--- config.mk ---
export PLATFORM = sky130hd
export DESIGN_NAME = serial_addsub
export DESIGN_NICKNAME = d
export VERILOG_FILES = /design/src/rtl/serial_addsub.sv
export SDC_FILE = /design/constraint.sdc
export NUM_CORES = 1
export LEC_CHECK = 0
export ABC_AREA = 1
export BUFFER_PORTS_ARGS = -buffer_cell sky130_fd_sc_hd__buf_4
export CORE_MARGIN = 4
export CORE_UTILIZATION = 54
export DETAILED_ROUTE_END_ITERATION = 7
export PLACE_DENSITY = 0.83
export SLEW_MARGIN = 20
export SYNTH_ARGS = -nofsm -noshare
export SYNTH_HDL_FRONTEND = slang
export SYNTH_SLANG_ARGS = --single-unit
--- constraint.sdc ---
create_clock -name clk -period 1.7 [get_ports clk]
set_clock_uncertainty 0.2 [all_clocks]
set_input_delay 0.085 -clock clk [delete_from_list [all_inputs] [get_ports clk]]
set_output_delay 0.085 -clock clk [all_outputs]
set_load 0.05 [all_outputs]
--- src/rtl/serial_addsub.sv ---
// Digit-serial two's-complement adder/subtractor: DIGIT bits per clock, start/done handshake,
// result and flags (carry, overflow, zero, negative) held until the next completion.
module serial_addsub #(
    parameter int WIDTH = 8,
    parameter int DIGIT = 1
) (
    input  logic             clk,
    input  logic             rst_n,
    input  logic             start,
    input  logic             op,
    input  logic [WIDTH-1:0] a,
    input  logic [WIDTH-1:0] b,
    output logic             busy,
    output logic             done,
    output logic [WIDTH-1:0] sum,
    output logic             carry,
    output logic             overflow,
    output logic             zero,
    output logic             negative
);

    localparam int N     = WIDTH / DIGIT;
    localparam int CNT_W = (N > 1) ? $clog2(N) : 1;

    typedef enum logic [1:0] {S_IDLE, S_RUN, S_DONE} state_t;

    state_t             r_state;
    state_t             w_next;
    logic [WIDTH-1:0]   r_a;
    logic [WIDTH-1:0]   r_b;
    logic [WIDTH-1:0]   r_res;
    logic               r_c;
    logic [CNT_W-1:0]   r_cnt;
    logic [DIGIT:0]     w_dsum;
    logic [WIDTH-1:0]   w_res_next;
    logic               w_last;
    logic               w_take;
    logic               w_ovf;

    assign w_dsum     = {1'b0, r_a[DIGIT-1:0]} + {1'b0, r_b[DIGIT-1:0]} + {{DIGIT{1'b0}}, r_c};
    assign w_res_next = WIDTH'({w_dsum[DIGIT-1:0], r_res} >> DIGIT);
    assign w_last     = (r_cnt == CNT_W'(N - 1));
    assign w_take     = start && (r_state != S_RUN);
    // On the last digit the operand registers hold the top digit, so their bit DIGIT-1 is the sign.
    assign w_ovf      = (r_a[DIGIT-1] == r_b[DIGIT-1]) && (w_res_next[WIDTH-1] != r_a[DIGIT-1]);

    always_ff @(posedge clk or negedge rst_n) begin
        if (!rst_n) r_state <= S_IDLE;
        else        r_state <= w_next;
    end

    always_comb begin
        w_next = r_state;
        case (r_state)
            S_IDLE:  w_next = start ? S_RUN : S_IDLE;
            S_RUN:   w_next = w_last ? S_DONE : S_RUN;
            S_DONE:  w_next = start ? S_RUN : S_IDLE;
            default: w_next = S_IDLE;
        endcase
    end

    always_comb begin
        busy = (r_state == S_RUN);
        done = (r_state == S_DONE);
    end

    always_ff @(posedge clk or negedge rst_n) begin
        if (!rst_n) begin
            r_a      <= '0;
            r_b      <= '0;
            r_res    <= '0;
            r_c      <= 1'b0;
            r_cnt    <= '0;
            sum      <= '0;
            carry    <= 1'b0;
            overflow <= 1'b0;
            zero     <= 1'b0;
            negative <= 1'b0;
        end else if (w_take) begin
            r_a   <= a;
            r_b   <= b ^ {WIDTH{op}};
            r_c   <= op;
            r_res <= '0;
            r_cnt <= '0;
        end else if (r_state == S_RUN) begin
            r_a   <= r_a >> DIGIT;
            r_b   <= r_b >> DIGIT;
            r_res <= w_res_next;
            r_c   <= w_dsum[DIGIT];
            r_cnt <= r_cnt + CNT_W'(1);
            if (w_last) begin
                sum      <= w_res_next;
                carry    <= w_dsum[DIGIT];
                overflow <= w_ovf;
                zero     <= (w_res_next == '0);
                negative <= w_res_next[WIDTH-1];
            end
        end
    end

endmodule

## Word level (Yosys, flattened, before mapping)

Index checks and enable logic that the tools add are counted.

| cells by class | value |
|---|---|
| reductions and logical operators | 7 |
| muxes and demuxes | 13 |
| $add $sub $neg | 3 |
| equal/unequal tests | 6 |
| bitwise operators | 2 |

Operators with widths:

| kind | count |
|---|---|
| two-way mux 8 bit | 6 |
| logical NOT 8 bit | 1 |
| bitwise XOR 8 bit | 1 |
| two-way mux 3 bit | 2 |
| case mux 2 bit (2 select lines) | 1 |
| adder 3 x 1 -> 3 bit (second input constant) | 1 |
| equality test 3 bit (second input constant) | 1 |
| two-way mux 1 bit | 3 |
| AND reduction 3 bit | 1 |
| adder 1 x 1 -> 2 bit | 1 |
| adder 2 x 1 -> 2 bit | 1 |
| equality test 2 x 1 -> 1 bit (second input constant) | 1 |
| equality test 2 bit (second input constant) | 1 |
| logical AND 1 bit | 2 |
| logical NOT 2 bit | 1 |
| two-way mux 2 bit | 1 |
| != test 2 x 1 -> 1 bit (second input constant) | 1 |
| nonzero test 2 bit | 1 |
| OR reduction 2 bit | 1 |
| equality test 1 bit | 1 |
| != test 1 bit | 1 |
| inverter 1 bit | 1 |

| storage, ports and cells | value |
|---|---|
| output and inout bits | 14 |
| flip-flop bits (word level) | 42 |
| bits of input ports | 20 |
| logic and storage cells | 42 |

## Logic depth before layout (Yosys ltp)

Gate-level depths: netlist (run 1).

| logic depth | value |
|---|---|
| depth after elaboration | 4 |
| depth in mapped cells | 7 |
| gate-level depth less buffers | 6 |

## Least setup slack after synthesis (run 1)

No wires, ideal clock.

| path | value |
|---|---|
| path kind | reg2reg |
| start point | register r_a[0] |
| end point | register overflow |
| stages on the path, launching flop included | 7 |
| required time | 1.382 ns |
| library setup time | 0.118 ns |
| path buffers | 0 |
| arrival time | 1.238 ns |
| path slack | 0.144 ns |
| cells stage by stage | dfrtp_1 fa_1 inv_1 nand3_1 nand2_1 nand2_1 nand2_1 |

| between the ends | value |
|---|---|
| word-level cells in the longest chain between the ends | 4 |
| elaborated cells between the ends (all ways) | 5 |

RTL lines:

| what | line | source |
|---|---|---|
| start: declaration | 29 | `logic [WIDTH-1:0] r_a;` |
| start signal: assignment | 86 | `r_a <= r_a >> DIGIT;` |
| adder 1 x 1 -> 2 bit | 40 | `assign w_dsum = {1'b0, r_a[DIGIT-1:0]} + {1'b0, r_b[DIGIT-1:0]} + {{DIGIT{1'b0}}, r_c};` |
| adder 2 x 1 -> 2 bit | 40 |  |
| named net w_dsum[0] | 34 | `logic [DIGIT:0] w_dsum;` |
| != test 1 bit | 45 | `assign w_ovf = (r_a[DIGIT-1] == r_b[DIGIT-1]) && (w_res_next[WIDTH-1] != r_a[DIGIT-1]);` |
| logical AND 1 bit | 45 |  |
| end signal: assignment | 94 | `overflow <= w_ovf;` |
| end: declaration | 17 | `output logic overflow,` |

The timed path passes the listed nets, and every way through them passes these cells.
A chain may end at the register's enable or synchronous reset.

## Worst setup path after layout (run 1)

| path | value |
|---|---|
| start point | register r_c |
| end point | register overflow |

| between the ends | value |
|---|---|
| word-level cells in the longest chain between the ends | 3 |

RTL lines:

| what | line | source |
|---|---|---|
| start: declaration | 32 | `logic r_c;` |
| start signal: assignment | 82 | `r_c <= op;` |
| start signal: assignment | 89 | `r_c <= w_dsum[DIGIT];` |
| adder 2 x 1 -> 2 bit | 40 |  |
| named net w_dsum[0] | 34 |  |
| != test 1 bit | 45 |  |
| logical AND 1 bit | 45 |  |

The timed path passes the listed nets, and every way through them passes these cells.

==> impl_metrics.json, run 1 <==
{
  "crit_path_top_delay_cell": "fa_1",
  "syn2layout_area_growth_pct": 33.31,
  "drt-total-wl_mm": 3.951,
  "crit_path_start": "r_c$_DFFE_PN0P_",
  "worstPathCellList": "fa_1 -> inv_2 -> nand3_1 -> nand2_1 -> nand2_1 -> nand2_1",
  "setup_viol": 0,
  "ant_nets": 0,
  "antenna_cells": 0,
  "placedCellCount": 296,
  "syn_inst": 220,
  "fin_setup_tns_ns": 0,
  "ys_ff_latch": 40,
  "grt_max_degree": 41,
  "drt_iter0_drc": 92,
  "p_leak_uw": 0.001325,
  "rows": 21,
  "vias": 1608,
  "dieArea_sq_um": 4470,
  "portBuffers": 33,
  "crit_fanout": 3,
  "power_density_nw_per_um2": 1669,
  "relSlewSlack": 0.6775,
  "start_util": 0.5606,
  "cts.sink_count": 40,
  "ys_seq_area_frac": 0.5351,
  "wl_per_cell_um": 11.94,
  "fin_area_sq_um": 2494,
  "critical-path-max-stage-delay_ns": 0.60,
  "clk_pin_slew_ns": 0.11,
  "via_per_inst": 4.858,
  "overflow": 0,
  "cts_made_buffers": 5,
  "io_pins": 34,
  "yosysWarnings": 0,
  "reg2reg_from": "r_c$_DFFE_PN0P_",
  "syn_area_sq_um": 1871,
  "ff2ff_path_depth": 6,
  "worst_pin_slew_ns": 0.4837,
  "synth.distinct_cells": 20,
  "fmax_mhz": 622.3,
  "worstPathRequired_ns": 1.75,
  "final_cells": 331,
  "drt_pass1_iterations": 4,
  "drc": 0,
  "cts_root_buffer": "clkbuf_4",
  "grt_use_total": 0.1947,
  "status": "completed",
  "rsz0062_at_grt": "yes",
  "clock_latency_ns": 0.35,
  "place_congestion": 0.7989,
  "worstSetupPathType": "reg -> reg",
  "drv_slew": 0,
  "peakVddDrop_v": 0.0007357,
  "drive_gt1_frac": 0.2281,
  "hpwl_mm": 2.503,
  "h-tree-depth": 2,
  "cpMostUsedCell": "nand2_1",
  "die_w_um": 66.86,
  "syn_nets": 243,
  "hold_viol": 0,
  "tritoncts": "yes",
  "hp-class": "in -> async",
  "final_common_cell": "nand2_1",
  "arrival_ns": 1.66,
  "fin_nets": 307,
  "postPlaceCellArea_sq_um": 2156,
  "crit_path_start_kind": "register",
  "antenna_found_initial": 0,
  "rrSetupSlack_ns": 0.09,
  "grt_pass1_vias": 1458,
  "fp.dieH_um": 66.86,
  "grt_pass1_wl_mm": 6.430,
  "maxCapViolations": 0,
  "fin_crit_sh": 0.9453,
  "cts_buffer_depth": 2,
  "period_needed_ns": 1.607,
  "syn_avg_cell_area_sq_um": 8.502,
  "crit_path_end_kind": "register",
  "core_area_sq_um": 3337,
  "final_cell_mix": "nand2_1 (85), buf_4 (41), dfrtp_1 (40), nand3_1 (31), dlygate4sd3_1 (22)",
  "nFillCells": 244
}
layout make-up:
class | count | area, sq um | area share
flip-flops and latches | 40 | 1001 | 0.4014
multi-input cells | 149 | 709.4 | 0.2845
repair buffers | 67 | 583.1 | 0.2338
inverters | 21 | 83.83 | 0.03362
clock buffers | 8 | 58.81 | 0.02358
well taps | 46 | 57.56 | 0.02308
logic make-up (layout without fill, tap and decap cells):
kind of cell    count (synthesis)  count (layout)  synth area share
compound gates                 17              17           0.06488
fa+ha+maj                       3               3           0.02408
buf+inv                        31              96           0.08829
flops                          40              40            0.5351
simple gates                  128             128            0.2829
xor+xnor                        1               1          0.004683
power by group:
part | switching [uW] | internal [uW]
sequential | 220 | 1340
clock | 291 | 204
combinational | 1350 | 753
through the flow:
step                  util  worst slack (ns)  hold slack (ns)  power [uW]
floorplan                -            0.1442          -0.4106        3101
global placement    0.6460            0.1173          -0.1145        3525
detailed placement  0.6460           0.06757          -0.1216        3596
CTS                 0.7327           0.01679          0.03742        4133
global route        0.7473         -0.007299          0.07759        4489
finish              0.7473           0.09307          0.03384        4162
routing by layer:
metal  wire [um]  GRT usage  up-vias
li1            -          -      825
met1        1693     0.2442      721
met5           0          0        -
met4          96    0.09114        0
met2        1931     0.3156       50
met3         230    0.04722       12
registers in the layout, summed over array words and instances, names as in the netlist:
register	count
r_a	8
r_b	8
sum	8
r_res	7
r_cnt	3
r_state	2
carry	1
overflow	1
r_c	1
zero	1
path summary, 6_finish.rpt:
| kind | to |
|---|---|
| max | overflow$_DFFE_PN0P_ |
| min reg2reg | r_cnt[0]$_DFFE_PN0P_ |
| min in group clk | r_b[6]$_DFFE_PN0P_ |
| max reg2reg | overflow$_DFFE_PN0P_ |
| min | r_b[2]$_DFFE_PN0P_ |
| max in group asynchronous | r_cnt[1]$_DFFE_PN0P_ |
cells in the mapped netlist, drive strengths merged:
library cell | instances | area [sq um]
nand2 | 87 | 331.6
dfrtp | 40 | 1001
nand3 | 31 | 155.2
inv | 20 | 75.07
buf | 10 | 85.08
nor2 | 10 | 42.54
o21ai | 8 | 66.31
o22ai | 8 | 50.05
ha | 2 | 25.02
a21oi | 1 | 5.000
clkinv | 1 | 5.000
fa | 1 | 20.02
xor2 | 1 | 8.760
worst max-delay path: cells and delay by family, from the launching register on:
kind	cells	cell delay, ns
buf+inv	1	0.06
flops	1	0.42
simple gates	4	0.24
fa+ha+maj	1	0.60
repair_timing:
item / CTS / global route
setup buffers: 0 / 4
hold buffers: 23 / 0
hold endpoints to repair: 58 / 0
resized for setup: 0 / 6
setup endpoints to repair: 0 / 6
Power figures use the tool's default switching activity.
==> run 2, diff against run 1 <==
Settings changed: CORE_UTILIZATION 54 to 49, PLACE_DENSITY 0.83 to 0.79.
Clock period 1.7 ns to 1.4 ns, I/O delays scaled along.
==> run 2 against run 1 <==
Effect of this change: the run now ends with negative setup slack left; sequential power is 22% higher; cell area is 5.9% higher; count of clock-buffer cells in the layout is 1 lower; via count is 0.31% higher; first-iteration DRC count is 13% lower; worst hold slack better by 0.059 ns.
==> impl_metrics.json, run 2 (synthesis gave the netlist of run 1 again) <==
{
  "worstSetupPathType": "reg -> reg",
  "io_pins": 34,
  "largest_registers": "r_a (8), r_b (8), sum (8)",
  "period_needed_ns": 1.586,
  "vias": 1613,
  "drive_gt1_frac": 0.2862,
  "antenna_found_initial": 0,
  "grt_pass1_vias": 1534,
  "critical-path-max-stage-delay_ns": 0.62,
  "fin_crit_sh": 1.133,
  "tritoncts": "yes",
  "clock_latency_ns": 0.29,
  "dieArea_sq_um": 4870,
  "rrSetupSlack_ns": -0.19,
  "clk_pin_slew_ns": 0.07,
  "drv_slew": 0,
  "cts_buffer_depth": 2,
  "cpMostUsedCell": "nand2_1",
  "drt_pass1_iterations": 4,
  "h-tree-depth": 2,
  "status": "finished with violations",
  "cts_root_buffer": "clkbuf_8",
  "die_w_um": 69.79,
  "hpwl_mm": 2.669,
  "cts.sink_count": 40,
  "worst_pin_slew_ns": 0.5018,
  "violations": "negative setup slack",
  "fin_nets": 313,
  "rsz0062_at_grt": "yes",
  "p_total_uw": 5657,
  "portBuffers": 33,
  "crit_path_start_kind": "register",
  "drc": 0,
  "final_cell_mix": "nand2_1 (84), buf_4 (47), dfrtp_1 (40), nand3_1 (30), dlygate4sd3_1 (19)",
  "overflow": 0,
  "fmax_mhz": 630.6,
  "start_util": 0.5071,
  "power_density_nw_per_um2": 2142,
  "setup_viol": 5,
  "relSlewSlack": 0.6654,
  "drt_iter0_drc": 80,
  "maxCapViolations": 0,
  "setup_ws_ns": -0.1857,
  "drt-total-wl_mm": 4.175,
  "wl_per_cell_um": 12.35,
  "grt_max_degree": 41,
  "worstPathCellList": "fa_1 -> inv_2 -> nand3_2 -> nand2_1 -> nand2_1 -> nand2_1",
  "fp.dieH_um": 69.79,
  "crit_path_top_delay_cell": "fa_1",
  "syn2layout_area_growth_pct": 41.20,
  "crit_fanout": 3,
  "crit_path_end_kind": "register",
  "cts_made_buffers": 5,
  "worstPathRequired_ns": 1.38,
  "postPlaceCellArea_sq_um": 2206,
  "place_congestion": 0.7746,
  "peakVddDrop_v": 0.001158,
  "arrival_ns": 1.57,
  "rows": 22,
  "core_area_sq_um": 3689,
  "p_leak_uw": 0.001379,
  "ant_nets": 0,
  "antenna_cells": 0,
  "final_common_cell": "nand2_1",
  "hp-class": "in -> async",
  "via_per_inst": 4.772,
  "hold_viol": 0,
  "fin_area_sq_um": 2641,
  "grt_use_total": 0.1812,
  "grt_pass1_wl_mm": 7.044
}
[run 2: cell types whose count changed in the layout (fill, tap and decap cells not counted), sizes merged]
cell,previous run,this run
clkinv,1,0
inv,19,20
buf,44,54
dlygate4sd3,22,19
dlymetal6s4s,1,0
clkbuf,8,7
[run 2: through the flow]
stage | TNS [ns] | cells | hold WS, ns | worst slack [ns] | utilization
final | -0.5168 | 338 | 0.09330 | -0.1857 | 0.7161
after global routing | -1.092 | 338 | 0.1385 | -0.2455 | 0.7161
after CTS | -1.029 | 331 | 0.1022 | -0.1796 | 0.6839
after detailed placement | -0.7766 | 305 | -0.1277 | -0.1701 | 0.5980
after global placement | -0.4539 | 305 | -0.1322 | -0.1307 | 0.5980
after floorplan | -0.2166 | 220 | -0.4256 | -0.1065 | -
[run 2: power by group]
group	total [uW]	leakage [uW]	internal, uW	switching (uW)
Sequential	1910	0.000515	1640	274
Clock	818	0.0000503	439	379
Combinational	2930	0.000814	1180	1750
Total	5660	0.00138	3250	2410
[run 2: critical path: cells and delay by family (launching register included)]
kind | cells | cell delay [ns]
and+or+nand+nor | 4 | 0.18
buffers and inverters | 1 | 0.07
adders and majority gates | 1 | 0.62
DFF | 1 | 0.41
[run 2: cell type report]
class | instances | area (sq um)
clock buffer | 7 | 96.34
fill | 282 | 1047
inverter | 21 | 87.58
multi-input combinational | 149 | 753.2
sequential | 40 | 1001
tap | 48 | 60.06
timing repair buffer | 73 | 643.1
[run 2: worst paths after layout]
| check | from | endpoint | cells after the start |
|---|---|---|---|
| hold / removal | rst_n | r_b[2]$_DFFE_PN0P_ | 2 |
| max in group asynchronous | rst_n | r_cnt[1]$_DFFE_PN0P_ | 2 |
| setup reg to reg | r_a[0]$_DFFE_PN0P_ | overflow$_DFFE_PN0P_ | 6 |
| min in group clk | r_a[7]$_DFFE_PN0P_ | r_a[7]$_DFFE_PN0P_ | 2 |
| hold reg to reg | r_a[7]$_DFFE_PN0P_ | r_a[7]$_DFFE_PN0P_ | 2 |
| setup / recovery | r_a[0]$_DFFE_PN0P_ | overflow$_DFFE_PN0P_ | 6 |
[run 2: routing by layer]
metal,GRT usage,up-vias,share of wire
li1,-,833,-
met1,0.2279,730,0.42
met2,0.2949,38,0.51
met3,0.04783,12,0.046
met4,0.07447,0,0.026
met5,0,-,0
[run 2: repair_timing]
item                                    in CTS  in global routing
pin swaps                                    3                  3
hold endpoints to repair                    57                  0
resized for setup                            8                 18
hold buffers                                19                  0
buffers inserted                             0                  6
endpoints found under the setup margin      13                 36
cloned                                       0                  1
